--- config.mk ---
export PLATFORM = sky130hd
export DESIGN_NAME = lr_car_sensor
export DESIGN_NICKNAME = d
export VERILOG_FILES = /design/src/rtl/lr_car_sensor.sv
export SDC_FILE = /design/constraint.sdc
export NUM_CORES = 1
export LEC_CHECK = 0
export BUFFER_PORTS_ARGS = -buffer_cell sky130_fd_sc_hd__buf_4
export CAP_MARGIN = 20
export CORE_AREA = 5 5 60 62
export DETAILED_ROUTE_END_ITERATION = 8
export DIE_AREA = 0 0 65 67
export PLACE_DENSITY = 0.63
export SYNTH_ARGS = -nofsm -noshare
export SYNTH_HDL_FRONTEND = slang
export SYNTH_SLANG_ARGS = --single-unit
export TNS_END_PERCENT = 100
--- constraint.sdc ---
create_clock -name clk -period 1.8 [get_ports clk]
set_input_delay 0 -clock clk [delete_from_list [all_inputs] [get_ports clk]]
set_output_delay 0 -clock clk [all_outputs]
set_load 0.02 [all_outputs]
--- src/rtl/lr_car_sensor.sv ---
// Local-road vehicle detector conditioning: two-flop synchronizer, debounce FSM,
// request latch held until green, plus arrival pulse/tally and wait-time counter.
module lr_car_sensor #(
    parameter int DEBOUNCE_CYC = 4,
    parameter int CNT_W        = 8,
    parameter int WAIT_W       = 10
) (
    input  logic              clk,
    input  logic              rst,
    input  logic              sensor_raw,
    input  logic [2:0]        lr_light,
    output logic              lr_has_car,
    output logic              car_arrive,
    output logic [CNT_W-1:0]  car_total,
    output logic [WAIT_W-1:0] wait_cnt
);

    localparam logic [1:0] ST_LOW     = 2'd0;
    localparam logic [1:0] ST_CONF_HI = 2'd1;
    localparam logic [1:0] ST_HIGH    = 2'd2;
    localparam logic [1:0] ST_CONF_LO = 2'd3;
    localparam logic [3:0] CNT_LAST   = 4'(DEBOUNCE_CYC - 1);
    localparam logic [2:0] LIGHT_GRN  = 3'b100;

    logic              r_s1_p0;
    logic              r_s_p1;
    logic [1:0]        r_state;
    logic [3:0]        r_cnt;
    logic              r_has_car;
    logic              r_arrive;
    logic [CNT_W-1:0]  r_total;
    logic [WAIT_W-1:0] r_wait;

    logic [1:0]        w_state_nxt;
    logic [3:0]        w_cnt_nxt;
    logic              w_arrive;
    logic              w_green;
    logic              w_has_nxt;

    function automatic logic [WAIT_W-1:0] sat_inc(input logic [WAIT_W-1:0] v);
        if (v == {WAIT_W{1'b1}})
            return v;
        return v + {{(WAIT_W-1){1'b0}}, 1'b1};
    endfunction

    always_comb begin
        w_state_nxt = r_state;
        w_cnt_nxt   = r_cnt;
        w_arrive    = 1'b0;
        case (r_state)
            ST_LOW: begin
                if (r_s_p1) begin
                    w_state_nxt = ST_CONF_HI;
                    w_cnt_nxt   = 4'd1;
                end
            end
            ST_CONF_HI: begin
                if (!r_s_p1) begin
                    w_state_nxt = ST_LOW;
                    w_cnt_nxt   = 4'd0;
                end else if (r_cnt == CNT_LAST) begin
                    w_state_nxt = ST_HIGH;
                    w_cnt_nxt   = 4'd0;
                    w_arrive    = 1'b1;
                end else begin
                    w_cnt_nxt   = r_cnt + 4'd1;
                end
            end
            ST_HIGH: begin
                if (!r_s_p1) begin
                    w_state_nxt = ST_CONF_LO;
                    w_cnt_nxt   = 4'd1;
                end
            end
            default: begin
                if (r_s_p1) begin
                    w_state_nxt = ST_HIGH;
                    w_cnt_nxt   = 4'd0;
                end else if (r_cnt == CNT_LAST) begin
                    w_state_nxt = ST_LOW;
                    w_cnt_nxt   = 4'd0;
                end else begin
                    w_cnt_nxt   = r_cnt + 4'd1;
                end
            end
        endcase
    end

    // A fresh or ongoing presence (HIGH/CONF_LO next) sets the request; green alone cannot clear it.
    assign w_green   = (lr_light == LIGHT_GRN);
    assign w_has_nxt = (w_state_nxt == ST_HIGH) || (w_state_nxt == ST_CONF_LO) ||
                       (r_has_car && !w_green);

    // Stage p0/p1: synchronizer for the asynchronous detector.
    always_ff @(posedge clk or posedge rst) begin
        if (rst) begin
            r_s1_p0 <= 1'b0;
            r_s_p1  <= 1'b0;
        end else begin
            r_s1_p0 <= sensor_raw;
            r_s_p1  <= r_s1_p0;
        end
    end

    // Stage p2: debounce state, request latch and monitoring counters.
    always_ff @(posedge clk or posedge rst) begin
        if (rst) begin
            r_state   <= ST_LOW;
            r_cnt     <= 4'd0;
            r_has_car <= 1'b0;
            r_arrive  <= 1'b0;
            r_total   <= '0;
            r_wait    <= '0;
        end else begin
            r_state   <= w_state_nxt;
            r_cnt     <= w_cnt_nxt;
            r_has_car <= w_has_nxt;
            r_arrive  <= w_arrive;
            if (w_arrive)
                r_total <= r_total + {{(CNT_W-1){1'b0}}, 1'b1};
            if (!r_has_car || w_green)
                r_wait <= '0;
            else
                r_wait <= sat_inc(r_wait);
        end
    end

    assign lr_has_car = r_has_car;
    assign car_arrive = r_arrive;
    assign car_total  = r_total;
    assign wait_cnt   = r_wait;

endmodule

Yosys cells after proc, flatten, opt, wreduce, memory -nomap -nowiden

Index checks and enable logic that the tools add are counted.

Flip-flop bits (word level): 28
Input port bits: 6
Output and inout port bits: 20
Logic and storage cells: 49

Add/sub/neg operators: 3
Equality and inequality tests: 10
Multiplexer cells: 20
Reductions and logical operators: 8

Operators with widths:

| kind                  | count |
|---|---|
| $mux 10               | 2 |
| $mux 4                | 5 |
| $mux 2                | 6 |
| $pmux 4 s3            | 1 |
| $add 10x1->10 const B | 1 |
| $eq 10x10->1 const B  | 1 |
| $add 8x1->8 const B   | 1 |
| $eq 2x2->1 const B    | 3 |
| $pmux 2 s3            | 1 |
| $mux 1                | 5 |
| $add 4x1->4 const B   | 1 |
| $eq 4x2->1 const B    | 1 |
| $ne 2x2->1 const B    | 2 |
| $eq 3x3->1 const B    | 1 |
| $logic_or 1x1->1      | 3 |
| $ne 3x3->1 const B    | 1 |
| $eq 2x1->1 const B    | 1 |
| $logic_not 1->1       | 2 |
| $logic_not 2->1       | 1 |
| $reduce_and 2->1      | 1 |
| $logic_and 1x1->1     | 1 |

Longest topological paths before layout

Depth after elaboration: 7
Gate-level depth with buffers: 6
Mapped depth without buffers: 5

Least setup slack after synthesis

No wires, ideal clock.

Path type: flip-flop to flip-flop
Start: reg r_wait[0] (netlist: wait_cnt[0])
End: reg r_wait[1] (netlist: wait_cnt[1])
Library setup time: 0.132 ns
Arrival time: 1.425 ns
Required time: 1.668 ns
Slack: 0.243 ns
Stages on the path, launching flop included: 6
Buffers on the path: 0
Clock period less this slack: 1.557 ns
Cell sequence: dfrtp_1 > ha_1 > nand3_1 > nor3_2 > mux2i_1 > nor2_1

Longest elaborated chain between the ends: 4
Elaborated cells between the ends (all ways): 7
Those cells by class: 1 x add/sub; 2 x eq/ne; 4 x mux

RTL lines:

| element                                               | RTL line | text |
|---|---|---|
| from (decl)                                           | 32       | `logic [WAIT_W-1:0] r_wait;` |
| from (signal assigned)                                | 124      | `r_wait <= sat_inc(r_wait);` |
| branches (longest 4 deep; another with $add 10x1->10) | -        |  |

Several ways; the timed one is not identified. The select of a mux whose other input is x is not followed.
A chain may end at the register's enable or synchronous reset.

Final worst setup path

Start: reg r_cnt[0]
End: reg r_total[1] (netlist: car_total[1])

Longest elaborated chain between the ends: 4

RTL lines:

| element                | RTL line | text |
|---|---|---|
| from (decl)            | 28       | `logic [3:0] r_cnt;` |
| from (signal assigned) | 116      | `r_cnt <= w_cnt_nxt;` |
| $eq 4x2->1             | 61       | `end else if (r_cnt == CNT_LAST) begin` |
| $mux 1                 | 61       |  |
| $mux 1                 | 58       | `if (!r_s_p1) begin` |
| $mux 1                 | 50       | `case (r_state)` |
| to (signal assigned)   | 120      | `r_total <= r_total + {{(CNT_W-1){1'b0}}, 1'b1};` |
| to (decl)              | 31       | `logic [CNT_W-1:0] r_total;` |

No other way between the ends.

==> flow_summary.toml <==
[drt]
via_per_inst = 5.404
drtIter0Drc = 49
wl_per_cell_um = 13.75
vias = 989
post-route-drc-count = 0
drt-pass1-iter-count = 4
drtAntennaViolNets = 0
routed_wl_mm = 2.516

[critical_path]
worstPathArrival_ps = 1880
ff2ff_path_depth = 4
slowest_stage = "dfrtp_1"
start_kind = "register"
slowest_delay_ps = 420
end_kind = "register"
r2r-end = "car_total[1]"
worstSetupPathType = "reg2reg"
r2r_start = "r_cnt[0]"
r2r_slack_ps = 150
cp.required_ps = 2020
path_cells = "ha_1 > and4bb_1 > and3b_2 > mux2_4"
worstPathMaxFanout = 9

[timing]
fin_skew_ps = 1.768
tns_ps = 0
slew_headroom_pct = 71.20
hold_viol_final = 0
finalCritPeriodShare_pct = 91.78
fmax_mhz = 605.3
min_period_ps = 1652
rsz0062_at_grt = "no"
setup_viol = 0
tightest_slew_ps = 430.5
slew_violations = 0

[die]
dieArea_um2 = 4355
rows = 20
initial_core_util_pct = 43.49
ios = 26
core-area_um2 = 2978
die_width_um = 65
die_h_um = 67

[place]
dpl.hpwl_mm = 1.821
place_congestion = 0.7462
io_buffers = 25

[clock_network]
cts_tree = "done"
clk_latency_ps = 320
cts_sinks = 28
root_buffer = "clkbuf_4"
numCtsBuffers = 3
clkTransAtPathRegs_ps = 140
clk_path_buf_depth = 2
htreeDepth = 1

[pwr]
seq_power_share_pct = 52.9
powerDensity_nw_per_um2 = 1081
combPwrFrac_pct = 32.3
irDropWorstVdd_mv = 0.6912
power_uw = 1689
p_int_uw = 1074
p_leak_uw = 0.0007600
p_sw_uw = 615.7
p_clk_share_pct = 14.8
swShare_pct = 36.45

[synth]
synth.net_count = 131
ys_top_cells_by_area = "dfrtp_1 (54%), xnor2_1 (4.7%), nand3_1 (3.9%)"
ys_types = 31
synth_edf_count = 0
synth_seq_cells = 28
synth_flop_cell = "dfrtp_1"
ys_warn_count = 0
yosysTopAreaCell = "dfrtp_1"
synth_top_area_share_pct = 54.11
avgSynthCellArea_um2 = 10.61
async_flop_share_pct = 100.0
synth.most_common_cell = "dfrtp_1"
synthCells = 122
synth_top_cells_by_count = "dfrtp_1 (28), nor2_1 (13), nand2_1 (10), nand3_1 (10), xnor2_1 (7)"
seq_area_frac_synth_pct = 54.11
syn_area_um2 = 1295

[min_path]
worstHoldPathType = "in2reg"
hold-path-endpoint = "wait_cnt[3]"
holdPathStages = 4
hp-start = "lr_light[2]"

[finish]
area_growth_pct = 20.68
n_antenna_cell = 0
nNetsFinal = 161
drive_gt1_share_pct = 22.00
fill_cells = 270

[job]
cap_violations = 0

[run_status]
status = "complete, no violations"

[grt]
overflow = 0
grt_usage_pct = 12.78
grt_pass1_wl_mm = 4.264
grt_pass1_vias = 982
antenna_found_initial = 0
grt_max_degree = 29
flip-flops by register name (all words and copies together), names as in the netlist:
| signal | cells |
|---|---|
| wait_cnt | 10 |
| car_total | 8 |
| r_s_p1 | 1 |
| r_cnt | 4 |
| r_s1_p0 | 1 |
| lr_has_car | 1 |
| car_arrive | 1 |
| r_state | 2 |
cells by family (layout without fill, tap and decap cells):
| kind of cell | after synthesis | in the layout | synth area share (%) |
|---|---|---|---|
| XOR/XNOR | 11 | 11 | 7.439 |
| buffers and inverters | 7 | 35 | 2.609 |
| AO/OA/AOI/OAI | 9 | 9 | 4.637 |
| AND/OR/NAND/NOR | 59 | 59 | 23.96 |
| adder cells (fa/ha/maj) | 3 | 3 | 2.899 |
| flip-flops | 28 | 28 | 54.11 |
| multiplexers | 5 | 5 | 4.348 |
worst max-delay path: cells and delay by family (launching register included):
family,cells,cell delay [ps]
flip-flops,1,420
multiplexers,1,310
AND/OR/NAND/NOR,2,620
adder cells (fa/ha/maj),1,200
timing repair:
item / 4_1_cts / 5_1_grt
buffers inserted: 0 / 0
hold buffers: 2 / 0
hold endpoints to repair: 29 / 0
endpoints found under the setup margin: 0 / 8
resized for setup: 0 / 2
power by group through the flow:
stage | combinational [µW] | sequential, µW | clock (µW)
final | 545 | 894 | 250
after global routing | 608 | 916 | 290
after CTS | 555 | 894 | 262
after detailed placement | 550 | 906 | 0
after global placement | 535 | 895 | 0
after floorplan | 283 | 964 | 0
cell type report:
class | instances | area, µm² | area share (%)
flip-flops and latches | 28 | 700.7 | 44.84
multi-input cells | 87 | 568.0 | 36.35
repair buffers | 28 | 215.2 | 13.77
well taps | 33 | 41.29 | 2.642
clock buffers | 3 | 22.52 | 1.441
inverters | 4 | 15.01 | 0.9608
per-stage QoR:
step / hold WS (ps) / utilization, % / setup WS, ps / instance area (µm²) / std cells
finish: 204.4 / 52.48 / 147.9 / 1563 / 183
global route: 226.6 / 52.48 / 33.85 / 1563 / 183
CTS: 195.9 / 52.23 / 45.51 / 1555 / 183
detailed placement: 95.75 / 50.80 / 75.74 / 1513 / 178
global placement: 89.26 / 50.80 / 162.5 / 1513 / 178
floorplan: 31.43 / - / 243.0 / 1295 / 122
per-layer routing:
metal / track usage [%] / part of all wire, % / vias up
li1: - / - / 486
met5: 0 / 0 / -
met3: 4.890 / 5.9 / 2
met2: 22.73 / 50 / 23
met1: 14.33 / 44 / 478
met4: 3.166 / 0.48 / 0
how the worst max path moves through the flow:
| stage | slack, ps | startpoint | cells past startpoint | endpoint |
|---|---|---|---|---|
| after CTS | 50 | r_cnt[0] | 4 | car_total[1] |
| after floorplan | 240 | wait_cnt[0] | 5 | wait_cnt[1] |
| after global placement | 160 | r_cnt[0] | 4 | car_total[1] |
| after global routing | 30 | r_cnt[0] | 5 | car_total[4] |
| after detailed placement | 80 | r_cnt[0] | 4 | car_total[1] |
| final | 150 | r_cnt[0] | 4 | car_total[1] |
placed cells by master (no fill, tap or decap), types with 4 or more instances in the layout:
cell	count
nand3_1	10
buf_4	26
inv_1	4
xnor2_1	7
dfrtp_1	28
nand4_1	5
nand2_1	10
and3_1	6
xor2_1	4
nor2_1	13
nor3_1	5
(Power assumes the default switching activity.)
